$ cat config.mk
export PLATFORM = sky130hd
export DESIGN_NAME = fb_arbiter_flat
export DESIGN_NICKNAME = d
export VERILOG_FILES = /design/src/rtl/fb_arbiter_pkg.sv /design/src/rtl/fb_arbiter_if.sv /design/src/rtl/fb_arbiter_clear_seq.sv /design/src/rtl/fb_arbiter.sv /design/src/flat_wrapper.sv
export SDC_FILE = /design/constraint.sdc
export NUM_CORES = 1
export LEC_CHECK = 0
export BUFFER_PORTS_ARGS = -buffer_cell sky130_fd_sc_hd__buf_2
export CAP_MARGIN = 20
export CORE_MARGIN = 2
export CORE_UTILIZATION = 57
export CTS_BUF_LIST = sky130_fd_sc_hd__clkbuf_16
export DETAILED_ROUTE_END_ITERATION = 16
export GPL_ROUTABILITY_DRIVEN = 0
export PLACE_DENSITY = 0.85
export SLEW_MARGIN = 20
export SYNTH_ARGS = -nofsm -noshare
export SYNTH_HDL_FRONTEND = slang
export SYNTH_SLANG_ARGS = --single-unit
$ cat constraint.sdc
create_clock -name pixel_clk -period 11.5 [get_ports pixel_clk]
set_input_delay 1.725 -clock pixel_clk [delete_from_list [all_inputs] [get_ports pixel_clk]]
set_output_delay 1.725 -clock pixel_clk [all_outputs]
set_load 0.02 [all_outputs]
$ cat src/rtl/fb_arbiter_pkg.sv
// Framebuffer geometry, timing constants, shared types and the cell address helper.
package fb_pkg;
  localparam int PIX_W = 15;

  typedef logic [PIX_W-1:0] pix_t;
  typedef logic [13:0]      cell_addr_t;
  typedef logic [7:0]       cell_x_t;
  typedef logic [6:0]       cell_y_t;

  localparam cell_x_t     H_CELLS   = 8'd160;
  localparam cell_y_t     V_CELLS   = 7'd100;
  localparam cell_addr_t  LAST_CELL = 14'd15999;
  localparam logic [11:0] H_ACTIVE  = 12'd1280;
  localparam logic [11:0] H_TOTAL   = 12'd1680;
  localparam logic [10:0] V_ACTIVE  = 11'd800;
  localparam logic [10:0] V_TOTAL   = 11'd828;

  typedef enum logic [1:0] {TAG_NONE, TAG_SCAN, TAG_RD} rd_tag_e;

  // y*160 built from two shifts so no multiplier is inferred.
  function automatic cell_addr_t cell_addr(input cell_x_t x, input cell_y_t y);
    return {y, 7'd0} + {2'b00, y, 5'd0} + {6'd0, x};
  endfunction
endpackage

$ cat src/rtl/fb_arbiter_if.sv
// Host-side cell write and screen-clear signals; FB_READBACK_EN adds the cell readback port.
interface fb_arbiter_if;
  import fb_pkg::*;

  logic    wr_valid;
  logic    wr_ready;
  cell_x_t wr_x;
  cell_y_t wr_y;
  pix_t    wr_data;
  logic    clr_start;
  pix_t    clr_data;
  logic    clr_busy;
`ifdef FB_READBACK_EN
  logic    rd_valid;
  logic    rd_ready;
  cell_x_t rd_x;
  cell_y_t rd_y;
  pix_t    rd_data;
  logic    rd_data_valid;
`endif

  modport master (
    output wr_valid, wr_x, wr_y, wr_data, clr_start, clr_data,
    input  wr_ready, clr_busy
`ifdef FB_READBACK_EN
    , output rd_valid, rd_x, rd_y,
    input  rd_ready, rd_data, rd_data_valid
`endif
  );

  modport slave (
    input  wr_valid, wr_x, wr_y, wr_data, clr_start, clr_data,
    output wr_ready, clr_busy
`ifdef FB_READBACK_EN
    , input rd_valid, rd_x, rd_y,
    output rd_ready, rd_data, rd_data_valid
`endif
  );
endinterface

$ cat src/rtl/fb_arbiter_clear_seq.sv
// Screen-clear sequencer: IDLE/FILL FSM walking cells 0..15999, one write per granted cycle.
module fb_clear_seq
  import fb_pkg::*;
(
  input  logic       clk,
  input  logic       rst_n,
  input  logic       start_i,
  input  pix_t       data_i,
  input  logic       grant_i,
  output logic       req_o,
  output cell_addr_t addr_o,
  output pix_t       data_o
);
  localparam logic [0:0] ST_IDLE = 1'b0;
  localparam logic [0:0] ST_FILL = 1'b1;

  logic [0:0] state_q, state_d;
  cell_addr_t addr_q, addr_d;
  pix_t       data_q, data_d;

  always_comb begin
    state_d = state_q;
    addr_d  = addr_q;
    data_d  = data_q;
    case (state_q)
      ST_IDLE: begin
        if (start_i) begin
          state_d = ST_FILL;
          addr_d  = '0;
          data_d  = data_i;
        end
      end
      default: begin
        if (grant_i) begin
          if (addr_q == LAST_CELL) state_d = ST_IDLE;
          else                     addr_d  = addr_q + 14'd1;
        end
      end
    endcase
  end

  always_ff @(posedge clk) begin
    if (!rst_n) begin
      state_q <= ST_IDLE;
      addr_q  <= '0;
      data_q  <= '0;
    end else begin
      state_q <= state_d;
      addr_q  <= addr_d;
      data_q  <= data_d;
    end
  end

  assign req_o  = (state_q == ST_FILL);
  assign addr_o = addr_q;
  assign data_o = data_q;
endmodule

$ cat src/rtl/fb_arbiter.sv
// Single-port framebuffer arbiter: scan prefetch owns hpos%8==5 slots, clear > host write > readback elsewhere.
// Define FB_READBACK_EN to add the host cell readback path.
module fb_arbiter
  import fb_pkg::*;
(
  input  logic        pixel_clk,
  input  logic        rst_n,
  input  logic [11:0] hpos,
  input  logic [10:0] vpos,
  output pix_t        pix_out,
  output cell_addr_t  ram_addr,
  output logic        ram_we,
  output pix_t        ram_wdata,
  input  pix_t        ram_rdata,
  fb_arbiter_if.slave host
);
  logic [11:0] tgt_h_sum, tgt_h;
  logic [10:0] tgt_v;
  logic        wrap_h, scan_slot, free_slot, blank;
  logic        clr_req, wr_fire, wr_in_range, rd_fire;
  cell_addr_t  clr_addr, rd_addr;
  pix_t        clr_wdata;
  rd_tag_e     tag_q, tag_d;
  pix_t        next_cell_q, next_cell_d, cur_cell_q, cur_cell_d;

  // The prefetch targets the pixel three columns ahead, wrapping into the next line/frame.
  assign tgt_h_sum = hpos + 12'd3;
  assign wrap_h    = (tgt_h_sum >= H_TOTAL);
  assign tgt_h     = wrap_h ? (tgt_h_sum - H_TOTAL) : tgt_h_sum;
  assign tgt_v     = !wrap_h ? vpos : ((vpos == V_TOTAL - 11'd1) ? 11'd0 : vpos + 11'd1);

  assign scan_slot = (hpos[2:0] == 3'd5) && (tgt_h < H_ACTIVE) && (tgt_v < V_ACTIVE);
  assign free_slot = !scan_slot;
  assign blank     = (hpos >= H_ACTIVE) || (vpos >= V_ACTIVE);

  fb_clear_seq u_clear_seq (
    .clk     (pixel_clk),
    .rst_n   (rst_n),
    .start_i (host.clr_start),
    .data_i  (host.clr_data),
    .grant_i (rst_n && free_slot),
    .req_o   (clr_req),
    .addr_o  (clr_addr),
    .data_o  (clr_wdata)
  );

  assign host.clr_busy = clr_req;
  // A clear request arriving this cycle already outranks the host.
  assign host.wr_ready = rst_n && free_slot && !clr_req && !host.clr_start;
  assign wr_fire       = host.wr_valid && host.wr_ready;
  assign wr_in_range   = (host.wr_x < H_CELLS) && (host.wr_y < V_CELLS);

`ifdef FB_READBACK_EN
  logic rd_in_range, rd_oor_q;

  assign host.rd_ready = rst_n && free_slot && !clr_req && !host.clr_start && !host.wr_valid;
  assign rd_fire       = host.rd_valid && host.rd_ready;
  assign rd_in_range   = (host.rd_x < H_CELLS) && (host.rd_y < V_CELLS);
  assign rd_addr       = rd_in_range ? cell_addr(host.rd_x, host.rd_y) : '0;

  always_ff @(posedge pixel_clk) begin
    if (!rst_n) rd_oor_q <= 1'b0;
    else        rd_oor_q <= rd_fire && !rd_in_range;
  end

  assign host.rd_data_valid = (tag_q == TAG_RD);
  assign host.rd_data       = ((tag_q == TAG_RD) && !rd_oor_q) ? ram_rdata : '0;
`else
  assign rd_fire = 1'b0;
  assign rd_addr = '0;
`endif

  always_comb begin
    ram_addr  = '0;
    ram_we    = 1'b0;
    ram_wdata = '0;
    tag_d     = TAG_NONE;
    if (rst_n) begin
      if (scan_slot) begin
        ram_addr = cell_addr(tgt_h[10:3], tgt_v[9:3]);
        tag_d    = TAG_SCAN;
      end else if (clr_req) begin
        ram_addr  = clr_addr;
        ram_we    = 1'b1;
        ram_wdata = clr_wdata;
      end else if (wr_fire) begin
        if (wr_in_range) begin
          ram_addr  = cell_addr(host.wr_x, host.wr_y);
          ram_we    = 1'b1;
          ram_wdata = host.wr_data;
        end
      end else if (rd_fire) begin
        ram_addr = rd_addr;
        tag_d    = TAG_RD;
      end
    end
  end

  // Return data is steered by the tag of the cycle that issued the read.
  assign next_cell_d = (tag_q == TAG_SCAN) ? ram_rdata : next_cell_q;
  assign cur_cell_d  = (hpos[2:0] == 3'd7) ? next_cell_q : cur_cell_q;

  always_ff @(posedge pixel_clk) begin
    if (!rst_n) begin
      tag_q       <= TAG_NONE;
      next_cell_q <= '0;
      cur_cell_q  <= '0;
    end else begin
      tag_q       <= tag_d;
      next_cell_q <= next_cell_d;
      cur_cell_q  <= cur_cell_d;
    end
  end

  assign pix_out = (blank || !rst_n) ? '0 : cur_cell_q;
endmodule

$ cat src/flat_wrapper.sv
// flat-port wrapper written by rule: the top's interface ports become plain ports
module fb_arbiter_flat import fb_pkg::*;
  (pixel_clk, rst_n, hpos, vpos, pix_out, ram_addr, ram_we, ram_wdata, ram_rdata, host_wr_valid, host_wr_x, host_wr_y, host_wr_data, host_clr_start, host_clr_data, host_wr_ready, host_clr_busy);
  fb_arbiter_if host_i ();
  input  logic pixel_clk;
  input  logic rst_n;
  input  logic [11:0] hpos;
  input  logic [10:0] vpos;
  output pix_t pix_out;
  output cell_addr_t ram_addr;
  output logic ram_we;
  output pix_t ram_wdata;
  input  pix_t ram_rdata;
  input wire logic [$bits(host_i.wr_valid)-1:0] host_wr_valid;
  input wire logic [$bits(host_i.wr_x)-1:0] host_wr_x;
  input wire logic [$bits(host_i.wr_y)-1:0] host_wr_y;
  input wire logic [$bits(host_i.wr_data)-1:0] host_wr_data;
  input wire logic [$bits(host_i.clr_start)-1:0] host_clr_start;
  input wire logic [$bits(host_i.clr_data)-1:0] host_clr_data;
  output wire logic [$bits(host_i.wr_ready)-1:0] host_wr_ready;
  output wire logic [$bits(host_i.clr_busy)-1:0] host_clr_busy;
  assign host_i.wr_valid = host_wr_valid;
  assign host_i.wr_x = host_wr_x;
  assign host_i.wr_y = host_wr_y;
  assign host_i.wr_data = host_wr_data;
  assign host_i.clr_start = host_clr_start;
  assign host_i.clr_data = host_clr_data;
  assign host_wr_ready = host_i.wr_ready;
  assign host_clr_busy = host_i.clr_busy;
  fb_arbiter u_core (.pixel_clk(pixel_clk), .rst_n(rst_n), .hpos(hpos), .vpos(vpos), .pix_out(pix_out), .ram_addr(ram_addr), .ram_we(ram_we), .ram_wdata(ram_wdata), .ram_rdata(ram_rdata), .host(host_i));
endmodule
==> run_results.csv <==
group,metric,value,unit
status,status,"finished, final reports clean",
power,peakVddDrop,128.9,uV
clock_network,clk_pin_slew,0.06,ns
floorplanning,fp.dieW,95.10,um
hold_path,hold_depth,2,
yosys,synth_area,0.004731,mm^2
power,leakagePower,2.510,nW
drt,wire_per_inst,15.39,um
clock_network,cts_buffers,9,
critical_path,rrSetupSlack,9.13,ns
clock_network,clk-insertion-delay-late,0.32,ns
timing,hold_violations,0,
floorplanning,rows,33,
floorplanning,initial_core_util,0.5816,
drt,via_count,4980,
critical_path,r2r_end,"u_core.u_clear_seq.addr_o[11]",
timing,fin_crit,8.402,ns
yosys,synth_cell_type_count,72,
yosys,yosysWarnings,0,
clock_network,h-tree-depth,3,
finish,diodes,0,
power,power.density,117.3,mW/mm^2
finish,fillers,669,
yosys,ys_async_sr_fraction,0,
hold_path,min_to,"u_core.cur_cell_q[5]",
drt,drt_iter0_markers,433,
place,place_hpwl,9470,um
yosys,syn_area_per_cell,7.630,um^2
global_routing,grt_pass1_wl,20480,um
clock_network,cts.sinks,61,
clock_network,cts_setup_buffers,0,
global_routing,grt_overflow,0,
hold_path,min_from,"u_core.cur_cell_q[5]",
floorplanning,dieArea,0.009044,mm^2
place,io_buffers,133,
job,maxCapViolCount,0,
yosys,seq_area_frac_synth,0.2581,
yosys,ys_seq_elements,61,
critical_path,crit_required,9.78,ns
global_routing,grt_pass1_vias,4402,
global_routing,track_usage,0.2832,
critical_path,r2r_start,"u_core.u_clear_seq.req_o",
critical_path,cp-end-kind,"output port",
clock_network,ctsResizeCount,0,
timing,tightest_slew,0.9437,ns
floorplanning,fp.dieH,95.10,um
power,seq_power_share,0.325,
global_routing,grt_max_degree,62,
clock_network,hold_buffers,0,
power,fin_total_pwr,0.0006716,W
critical_path,crit_fanout,15,
critical_path,rr_worst_depth,5,
finish,syn2layout_area_growth,21.00,%
yosys,yosysTopAreaCell,"dfxtp_1",
drt,dr.pass1.iters,5,
finish,drive_gt1_frac,0.2445,
global_routing,antenna_found_initial,0,
timing,fmax,119.0,MHz
critical_path,critPathLaunchType,"primary input",
floorplanning,core,0.008134,mm^2
timing,relSlewSlack,0.3700,
power,intPower,0.0004856,W
clock_network,cts_tree,"built",
critical_path,cp_common_cell,"nor2_1",
critical_path,slowest_delay,0.51,ns
timing,setup_viol,0,
clock_network,clockBufferDepth,2,
critical_path,crit_family,"simple AND/OR/NAND/NOR gates",
yosys,synth_top_area_frac,0.2581,
yosys,synth_nets,740,
critical_path,critical_path.slowest_cell,"nor2_2",
finish,fin_nets,847,
yosys,synth_edf_count,0,
drt,drc_errors,0,
power,switching_share,0.2770,
timing,post-route-period-util,0.7306,
timing,hold_ws,0.4545,ns
timing,maxSlewViolCount,0,
floorplanning,ioPinCount,134,
critical_path,crit_type,"in2out",
drt,drt.antenna.violating_nets,0,
critical_path,arrival,6.68,ns
drt,vias_per_cell,5.950,
yosys,syn_inst,620,
yosys,synth_area_leaders,"dfxtp_1 26%, nand2_1 7.9%, ha_1 7.7%",
hold_path,min_path_type,"reg2reg",
power,p_sw,0.0001860,W
power,p_clk_frac,0.462,
clock_network,clk_root_buffer_cell,"clkbuf_16",
timing,setup_tns,0,ns
timing,skew,0.006354,ns
drt,routed_wl,12880,um
critical_path,path_buf_inv,4,
timing,rsz0062_at_grt,"false",
power,pwr-share-comb,0.212,
yosys,ys.flop_type,"dfxtp_1",
-- registers in the layout (all words and copies together), names as in the netlist --
register and flops:
u_core.u_clear_seq.addr_o 14, u_core.u_clear_seq.data_o 15, u_core.tag_q 1, u_core.u_clear_seq.req_o 1
u_core.next_cell_q 15, u_core.cur_cell_q 15
-- synth_stat cells, drive strengths merged (6+ instances only) --
master    n
a21o      6
and3     10
o21ai    17
a22oi    19
xnor2    16
nand3    10
mux2i    23
clkbuf   27
nor3     15
nor2     65
o21bai    6
and2     17
ha       29
a21oi    55
inv      19
buf      13
nor2b     6
nand2   101
nand4    11
xor2      9
dfxtp    61
-- how the worst max path moves through the flow --
stage / start / end / cells past startpoint
2_1_floorplan: hpos[1] / ram_addr[12] / 24
6_report: hpos[1] / ram_addr[12] / 25
5_1_grt: hpos[1] / ram_addr[13] / 25
4_1_cts: hpos[1] / ram_addr[12] / 25
3_5_place_dp: hpos[1] / ram_addr[12] / 25
3_3_place_gp: hpos[1] / ram_addr[12] / 25
-- kinds of logic after synthesis --
kind of cell,Yosys count,synth area share
AOI/OAI and AO/OA,150,0.2187
xor gates and xnor gates,25,0.04628
adders and majority gates,34,0.09574
buffers and inverters,60,0.05369
DFF,61,0.2581
muxes,27,0.05818
and+or+nand+nor,263,0.2692
-- power by group through the flow --
stage,Clock (W),Combinational (W),Sequential (W)
finish,0.000310,0.000143,0.000219
global placement,0,0.000136,0.000223
global route,0.000324,0.000158,0.000219
floorplan,0,0.0000997,0.000222
detailed placement,0,0.000141,0.000223
CTS,0.000314,0.000142,0.000218
-- placed cells by master, fill, tap and decap left out, types with 10 or more instances in the layout --
cell	netlist	routed
a22oi_1	19	19
nor2_1	62	62
xnor2_1	16	16
ha_1	29	29
a21oi_1	54	54
nor3_1	12	11
nand4_1	11	11
dfxtp_1	61	61
mux2i_1	23	23
buf_2	5	133
inv_1	19	19
and2_1	16	16
and3_1	10	10
nand2_1	100	100
o21ai_0	15	15
-- worst reg2reg max path, delay by kind of cell (launching register included) --
| family | cells | cell delay (ns) |
|---|---|---|
| AND/OR/NAND/NOR | 2 | 1.00 |
| AO/OA/AOI/OAI | 1 | 0.54 |
| flip-flops | 1 | 0.31 |
| buffers and inverters | 1 | 0.28 |
| multiplexers | 1 | 0.12 |
-- final cells by class --
| cell class | count | area, um^2 | share of cell area |
|---|---|---|---|
| multi-input combinational | 499 | 3263 | 0.5701 |
| inverter | 20 | 75.07 | 0.01311 |
| clock inverter | 7 | 120.1 | 0.02098 |
| clock buffer | 9 | 225.2 | 0.03934 |
| tap | 105 | 131.4 | 0.02295 |
| sequential | 61 | 1221 | 0.2133 |
| timing repair buffer | 136 | 688.2 | 0.1202 |
-- metal layers --
metal / vias up / share of wire / track usage
li1: 2420 / - / -
met1: 2352 / 0.42 / 0.3596
met2: 185 / 0.50 / 0.4918
met3: 23 / 0.065 / 0.05059
met4: 0 / 0.014 / 0.07850
met5: - / 0 / 0
-- stage by stage --
stage,instance area [um^2],utilization,std cells,setup slack [ns]
5_1_grt,5724,0.7037,837,2.740
2_1_floorplan,4731,-,620,3.583
3_5_place_dp,5376,0.6610,821,3.138
6_report,5724,0.7037,837,3.098
4_1_cts,5722,0.7034,837,3.118
3_3_place_gp,5376,0.6610,821,3.337
(Power assumes the default switching activity.)
